[src/rtl/rmii_rx_deframer_pkg.sv]
// rtl/rmii_rx_deframer_pkg.sv - shared constants and state type for the RMII receive deframer
package rmii_rx_deframer_pkg;

  localparam logic [7:0] ETH_PREAMBLE_BYTE   = 8'h55;
  localparam logic [7:0] ETH_SFD_BYTE        = 8'hD5;
  localparam logic [1:0] DIBIT_IDLE          = 2'b00;
  localparam logic [1:0] DIBIT_PRE           = 2'b01;
  localparam logic [1:0] DIBIT_FALSE_CARRIER = 2'b10;
  localparam logic [1:0] DIBIT_SFD           = 2'b11;

  typedef enum logic [1:0] {
    IDLE,
    PREAMBLE,
    DATA,
    DROP
  } rx_state_t;

endpackage

[src/rtl/rmii_crs_dv_filter.sv]
// rtl/rmii_crs_dv_filter.sv - one-cycle dibit delay with CRS_DV acceptance and end-of-carrier detect
module rmii_crs_dv_filter (
  input  logic       clk,
  input  logic       resetn,
  input  logic       crs_dv,
  input  logic [1:0] rxd,
  output logic [1:0] dibit,
  output logic       dibit_accept,
  output logic       eoc
);

  logic       crs_dv_q;
  logic [1:0] rxd_q;

  always_ff @(posedge clk) begin
    if (!resetn) begin
      crs_dv_q <= 1'b0;
      rxd_q    <= 2'b00;
    end else begin
      crs_dv_q <= crs_dv;
      rxd_q    <= rxd;
    end
  end

  // Looking one dibit ahead lets the 25 MHz CRS_DV toggle at frame end keep data flowing.
  assign dibit        = rxd_q;
  assign dibit_accept = crs_dv_q | crs_dv;
  assign eoc          = ~crs_dv_q & ~crs_dv;

endmodule

[src/rtl/rmii_rx_deframer.sv]
// rtl/rmii_rx_deframer.sv - RMII receive deframer: dibit packing, SFD alignment and frame bracketing
module rmii_rx_deframer
  import rmii_rx_deframer_pkg::*;
#(
  parameter int MIN_PRE_DIBITS  = 8,
  parameter int MAX_FRAME_BYTES = 1522
) (
  input  logic       clk,
  input  logic       resetn,
  input  logic       rmii_crs_dv,
  input  logic [1:0] rmii_rxd,
  output logic       data_valid,
  output logic [7:0] received_byte,
  output logic       byte_valid,
  output logic       rx_error
);

  localparam int         BC_W      = $clog2(MAX_FRAME_BYTES + 1);
  localparam logic [7:0] MIN_PRE_L = 8'(MIN_PRE_DIBITS);
  localparam logic [BC_W-1:0] MAX_L = BC_W'(MAX_FRAME_BYTES);

  logic [1:0] dibit;
  logic       dibit_accept;
  logic       eoc;

  rmii_crs_dv_filter u_filter (
    .clk          (clk),
    .resetn       (resetn),
    .crs_dv       (rmii_crs_dv),
    .rxd          (rmii_rxd),
    .dibit        (dibit),
    .dibit_accept (dibit_accept),
    .eoc          (eoc)
  );

  rx_state_t       state, state_n;
  logic [1:0]      phase, phase_n;
  logic [7:0]      pre_cnt, pre_cnt_n;
  logic [BC_W-1:0] byte_cnt, byte_cnt_n;
  logic [7:0]      sh, sh_n, sh_shift;
  logic [7:0]      byte_n;
  logic            bv_n, err_n, dv_n;

  always_ff @(posedge clk) begin
    if (!resetn) begin
      state         <= IDLE;
      phase         <= 2'd0;
      pre_cnt       <= 8'd0;
      byte_cnt      <= '0;
      sh            <= 8'h00;
      data_valid    <= 1'b0;
      received_byte <= 8'h00;
      byte_valid    <= 1'b0;
      rx_error      <= 1'b0;
    end else begin
      state         <= state_n;
      phase         <= phase_n;
      pre_cnt       <= pre_cnt_n;
      byte_cnt      <= byte_cnt_n;
      sh            <= sh_n;
      data_valid    <= dv_n;
      received_byte <= byte_n;
      byte_valid    <= bv_n;
      rx_error      <= err_n;
    end
  end

  always_comb begin
    state_n    = state;
    phase_n    = phase;
    pre_cnt_n  = pre_cnt;
    byte_cnt_n = byte_cnt;
    sh_shift   = {dibit, sh[7:2]};
    sh_n       = dibit_accept ? sh_shift : sh;
    byte_n     = received_byte;
    bv_n       = 1'b0;
    err_n      = 1'b0;

    case (state)
      IDLE: begin
        if (dibit_accept) begin
          if (dibit == DIBIT_PRE) begin
            state_n   = PREAMBLE;
            pre_cnt_n = 8'd1;
            phase_n   = 2'd1;
          end else if (dibit != DIBIT_IDLE) begin
            err_n   = 1'b1;
            state_n = DROP;
          end
        end
      end

      PREAMBLE: begin
        if (eoc) begin
          state_n = IDLE;
        end else if (dibit_accept) begin
          if (dibit == DIBIT_PRE) begin
            if (pre_cnt != 8'hFF) pre_cnt_n = pre_cnt + 8'd1;
            phase_n = phase + 2'd1;
            if (phase == 2'd3) begin
              byte_n = ETH_PREAMBLE_BYTE;
              bv_n   = 1'b1;
            end
          end else if (dibit == DIBIT_SFD && sh_shift == ETH_SFD_BYTE && pre_cnt >= MIN_PRE_L) begin
            // SFD realigns byte boundaries regardless of the preamble phase.
            byte_n     = ETH_SFD_BYTE;
            bv_n       = 1'b1;
            phase_n    = 2'd0;
            byte_cnt_n = '0;
            state_n    = DATA;
          end else begin
            err_n   = 1'b1;
            state_n = DROP;
          end
        end
      end

      DATA: begin
        if (eoc) begin
          err_n   = (phase != 2'd0);
          state_n = IDLE;
        end else if (dibit_accept) begin
          phase_n = phase + 2'd1;
          if (phase == 2'd3) begin
            if (byte_cnt == MAX_L) begin
              err_n   = 1'b1;
              state_n = DROP;
            end else begin
              byte_n     = sh_shift;
              bv_n       = 1'b1;
              byte_cnt_n = byte_cnt + 1'b1;
            end
          end
        end
      end

      DROP: begin
        if (eoc) state_n = IDLE;
      end

      default: state_n = IDLE;
    endcase

    dv_n = (state_n == PREAMBLE) || (state_n == DATA);
  end

endmodule
[config.mk]
export PLATFORM = sky130hd
export DESIGN_NAME = rmii_rx_deframer
export DESIGN_NICKNAME = d
export VERILOG_FILES = /design/src/rtl/rmii_rx_deframer_pkg.sv /design/src/rtl/rmii_crs_dv_filter.sv /design/src/rtl/rmii_rx_deframer.sv
export SDC_FILE = /design/constraint.sdc
export NUM_CORES = 1
export LEC_CHECK = 0
export ABC_AREA = 1
export CAP_MARGIN = 20
export CORE_MARGIN = 2
export CORE_UTILIZATION = 45
export DETAILED_ROUTE_END_ITERATION = 6
export DONT_BUFFER_PORTS = 1
export PLACE_DENSITY = 0.59
export SLEW_MARGIN = 20
export SYNTH_ARGS = -nofsm -noshare
export SYNTH_HDL_FRONTEND = slang
export SYNTH_HIERARCHICAL = 1
export SYNTH_SLANG_ARGS = --single-unit
[constraint.sdc]
create_clock -name clk -period 2.25 [get_ports clk]
set_input_delay 0.3375 -clock clk [delete_from_list [all_inputs] [get_ports clk]]
set_output_delay 0.3375 -clock clk [all_outputs]
set_load 0.03 [all_outputs]
After elaboration in Yosys (flattened, before gate mapping). Index checks and enable logic that the tools add are counted.

Register bits: 45. Output and inout port bits: 11. Word-level logic and storage cells: 127.

Add/sub/neg operators: 3. Magnitude comparators: 1. Equal/unequal tests: 25. Muxes and demuxes: 70. Bitwise gates (word level): 4. Reduce and logical (&&, ||, !) cells: 13.

Operators with widths (number): 8-bit two-way mux (15); 11-bit two-way mux (8); 2-bit two-way mux (19); 8-bit case mux with 2 select lines (2); 2-bit inequality test (second input constant) (12); 11-bit case mux with 2 select lines (1); 1-bit two-way mux (21); 9-bit AND reduction (2); 11-bit by 1-bit adder with 11-bit output (second input constant) (1); 11-bit == test (second input constant) (1); 2-bit == test (second input constant) (5); 8-bit by 1-bit adder with 8-bit output (second input constant) (1); 8-bit == test (second input constant) (1); 8-bit by 4-bit greater-or-equal comparator with 1-bit output (second input constant) (1); 8-bit inequality test (second input constant) (1); 2-bit case mux with 4 select lines (1); 8-bit AND reduction (1); 2-bit nonzero test (4); 7-bit AND reduction (1); 2-bit by 1-bit == test with 1-bit output (second input constant) (3); 3-bit inequality test (second input constant) (2); 2-bit case mux with 3 select lines (1); 1-bit case mux with 3 select lines (1); 3-bit nonzero test (1); 8 further kinds (10).

Longest topological paths before layout.
Depth after elaboration: 10. Gate-level depth with buffers: 13. Mapped depth without buffers: 12.

Cells and area by module. The synthesis kept the hierarchy.

By module, submodules not included: rmii_rx_deframer (times used 1, cells each 338, area each 2398.6 um^2); rmii_crs_dv_filter (times used 1, cells each 13, area each 97.6 um^2).

Worst setup path after synthesis. No wires, ideal clock.

Path type: reg2reg. Start point: register state[0]. End point: register received_byte[7]. Library setup time: 0.113 ns. Data arrival time: 1.613 ns. Required time: 2.137 ns. Setup slack: 0.524 ns. Stages on the path, launching flop included: 12. Path buffers: 1. Period minus slack after synthesis: 1.726 ns. Cells stage by stage: dfxtp_1 > inv_1 > ha_1 > inv_1 > nor2_1 > nor3_2 > nand2_2 > a21oi_4 > buf_6 > nand2_1 > nand2_1 > nor2_1.

Longest elaborated chain between the ends: 3. Elaborated cells on any way between the ends: 13.

Ends and longest elaborated chain: start: declaration (RTL line rmii_rx_deframer.sv:36) `rx_state_t state, state_n;`; start signal: assignment (RTL line rmii_rx_deframer.sv:56) `state <= state_n;`; 2-bit by 1-bit == test with 1-bit output / 2-bit == test (equally long branches) (RTL line rmii_rx_deframer.sv:79) `case (state)`; 3-bit inequality test (no line) (tied with other cells); 9-bit AND reduction (no line); end signal: assignment (RTL line rmii_rx_deframer.sv:62) `received_byte <= byte_n;`; end: declaration (RTL line rmii_rx_deframer.sv:13) `output logic [7:0] received_byte,`.

Parallel ways exist; a longest one is shown, timed or not. A chain may end at the register's enable or synchronous reset.

Final worst setup path.
Start point: register state[0]. End point: register received_byte[5].

The elaborated chain is that of the path after synthesis.

==> results.toml <==
[min_path]
min_path_cells = 2
hp-class = "input port to register"
whs_endpoint = "u_filter/dibit[0]"
hold_start = "rmii_rxd[0]"

[floorplanning]
fp.dieW_um = 78.48
initial_core_util = 0.4589
die-area_um2 = 6159
fp.coreArea_um2 = 5439
std_cell_rows = 27
die_h_um = 78.48
ios = 16

[cts]
insertion_delay_ns = 0.29
clk_pin_slew_ns = 0.08
cts.sink_count = 43
cts_tree = "done"
cts_hold_buf = 0
cts_resized = 0
cts_made_buffers = 5
root_buffer = "clkbuf_8"
h-tree-depth = 2
clockBufferDepth = 2
post_cts_buffers = 0

[worst_setup_path]
reg2reg_to = "received_byte[5]"
worstPathArrival_ns = 2.19
required_ns = 2.42
rrSetupSlack_ns = 0.23
worstSetupEndpointType = "register"
reg2regPathDepth = 10
timing.rr.start = "state[0]"
worstSetupPathType = "register to register"
worstSetupStartpointType = "register"
cp_max_fo = 16

[synth]
avgSynthCellArea_um2 = 7.112
syn_inst = 351
synthSimpleGateAreaFrac = 0.3474
ys_seq_elements = 43
netlist.top_cell.by_area = "dfxtp_1"
yosysWarnings = 6
synth_nets = 367
synth_flop_cell = "dfxtp_1"
syn_area_um2 = 2496
async_reset_ff_frac = 0
synth_top_family_by_area = "simple AND/OR/NAND/NOR gates"
synth_top_area_frac = 0.3449
synth.distinct_cells = 39
synth_compound_area_frac = 0.1348
synth.area.top_cells = "dfxtp_1 (34%), nand2_1 (11%), nor2_1 (9.5%), ha_1 (5.5%), inv_1 (4.2%)"
ys_seq_area_frac = 0.3449
synthAdderAreaFrac = 0.05514
synth-xor-area-share = 0.03509
synth-edff-count = 0
synth.area.mux_share = 0

[drt]
drt_iter0_drc = 86
wl_per_cell_um = 12.00
drtPass1Iterations = 4
viasPerCell = 4.886
postRouteAntennaNets = 0
wirelength_um = 5134
vias = 2091
drc_errors = 0

[place]
gp_congestion = 0.8838
placed_area_um2 = 2575
place_ws_ns = 0.2538
dp_hpwl_um = 3771
portBuffers = 0

[finish]
drive_above_1_share = 0.1770
final_area_um2 = 2693
nNetsFinal = 371
num_antenna_cells = 0
final_util = 0.4951
syn_to_final_growth_pct = 7.870

[pwr]
p_per_area_nw_per_um2 = 678.8
p_leak_nw = 1.072
ir_worst_vdd_mv = 0.3649

[run]
maxCapViolCount = 0

[global_route]
grt_pass1_wl_um = 9045
grt_max_degree = 20
grt_pass1_vias = 1948
grt_usage = 0.1826
grt.overflow.total = 0
antenna_found_initial = 0

[timing]
skew_ns = 0.003632
worst_slack_ns = 0.2258
rsz0062_at_grt = "no"
setup_violations = 0
maxSlewViolCount = 0
finalCritPeriodShare = 0.8997
maxSlewHeadroom = 0.5968
max_slew.worst_pin.slew_ns = 0.6041
setup_tns_ns = 0
min_period_ns = 2.024
clock.fmax_ghz = 0.4940
hold_viol_final = 0

[status]
status = "finished, final reports clean"
flip-flops by register name, summed over array words and instances (netlist names):
register,flops
sh,6
state,2
byte_valid,1
byte_cnt,11
received_byte,8
data_valid,1
pre_cnt,8
u_filter/dibit,2
rx_error,1
u_filter/crs_dv_q,1
phase,2
report_power, final:
| group | internal, mW | switching [mW] | total, mW |
|---|---|---|---|
| Clock | 0.359 | 0.263 | 0.622 |
| Sequential | 0.811 | 0.0889 | 0.899 |
| Combinational | 0.106 | 0.200 | 0.307 |
logic make-up (layout without fill, tap and decap cells):
group / Yosys count / in the layout
and+or+nand+nor: 192 / 192
xor gates and xnor gates: 10 / 10
adders and majority gates: 11 / 11
DFF: 43 / 43
AOI/OAI and AO/OA: 48 / 48
buffers and inverters: 47 / 52
through the flow:
step                      total power [mW]  cells  hold slack (ns)
final                                1.828    428           0.1358
after global routing                 1.936    428           0.1226
after CTS                            1.853    428           0.1283
after detailed placement             1.227    420           0.4357
after global placement               1.222    420           0.4337
after floorplan                      1.165    351           0.4310
final cells by class:
type / instances / area (um^2)
flip-flops and latches: 43 / 860.8
well taps: 72 / 90.09
clock buffers: 6 / 82.58
inverters: 36 / 135.1
clock inverters: 2 / 35.03
multi-input cells: 261 / 1429
fillers: 557 / 2746
repair buffers: 8 / 60.06
layer usage:
layer	global-route usage	up-vias	routed length, um
li1	-	1122	-
met1	0.2505	935	2689
met2	0.2802	28	2227
met3	0.04598	6	156
met4	0.05965	0	61
met5	0	-	0
worst max-delay path, stage by stage, from the launching register on:
cell and delay, ns:
dfxtp_1 0.40, inv_1 0.11, ha_1 0.28, nand2_1 0.10
o21ai_1 0.08, nor3_2 0.20, nand2_2 0.12, a21oi_4 0.36
nand2_1 0.12, o21ai_2 0.08, nor2_2 0.04
synthesized netlist by cell type, types with 4 or more instances:
| library cell | n |
|---|---|
| inv_2 | 7 |
| nand3_1 | 15 |
| o21ai_0 | 15 |
| dfxtp_1 | 43 |
| clkbuf_1 | 4 |
| nand2_2 | 11 |
| a21oi_2 | 10 |
| a21oi_1 | 10 |
| nand2_1 | 75 |
| nor3_1 | 9 |
| nor2_2 | 4 |
| inv_1 | 28 |
| xor2_1 | 10 |
| ha_1 | 11 |
| nor2_1 | 63 |
worst max path at each step:
stage	cells after the start	slack, ns	to	start
final	10	0.23	received_byte[5]	state[0]
after global routing	10	0.02	received_byte[5]	state[0]
after CTS	10	0.23	received_byte[5]	state[0]
after detailed placement	10	0.25	received_byte[5]	state[0]
after floorplan	11	0.52	received_byte[7]	state[0]
after global placement	10	0.35	received_byte[5]	state[0]
placed cells by master (no fill, tap or decap), types with 2 or more instances in the layout:
cell type	count
nand3_1	15
ha_1	11
nand2_1	75
buf_4	8
dfxtp_1	43
nand3_2	3
nor2_4	2
inv_1	28
nor3_1	9
a31oi_1	3
nand2_2	11
nand4_1	3
nor2_1	63
a211oi_1	2
nor3_2	2
a21oi_2	10
inv_2	7
a21oi_1	10
clkbuf_8	6
xor2_1	10
nor2_2	4
o21ai_0	15
Power figures use the tool's default switching activity.
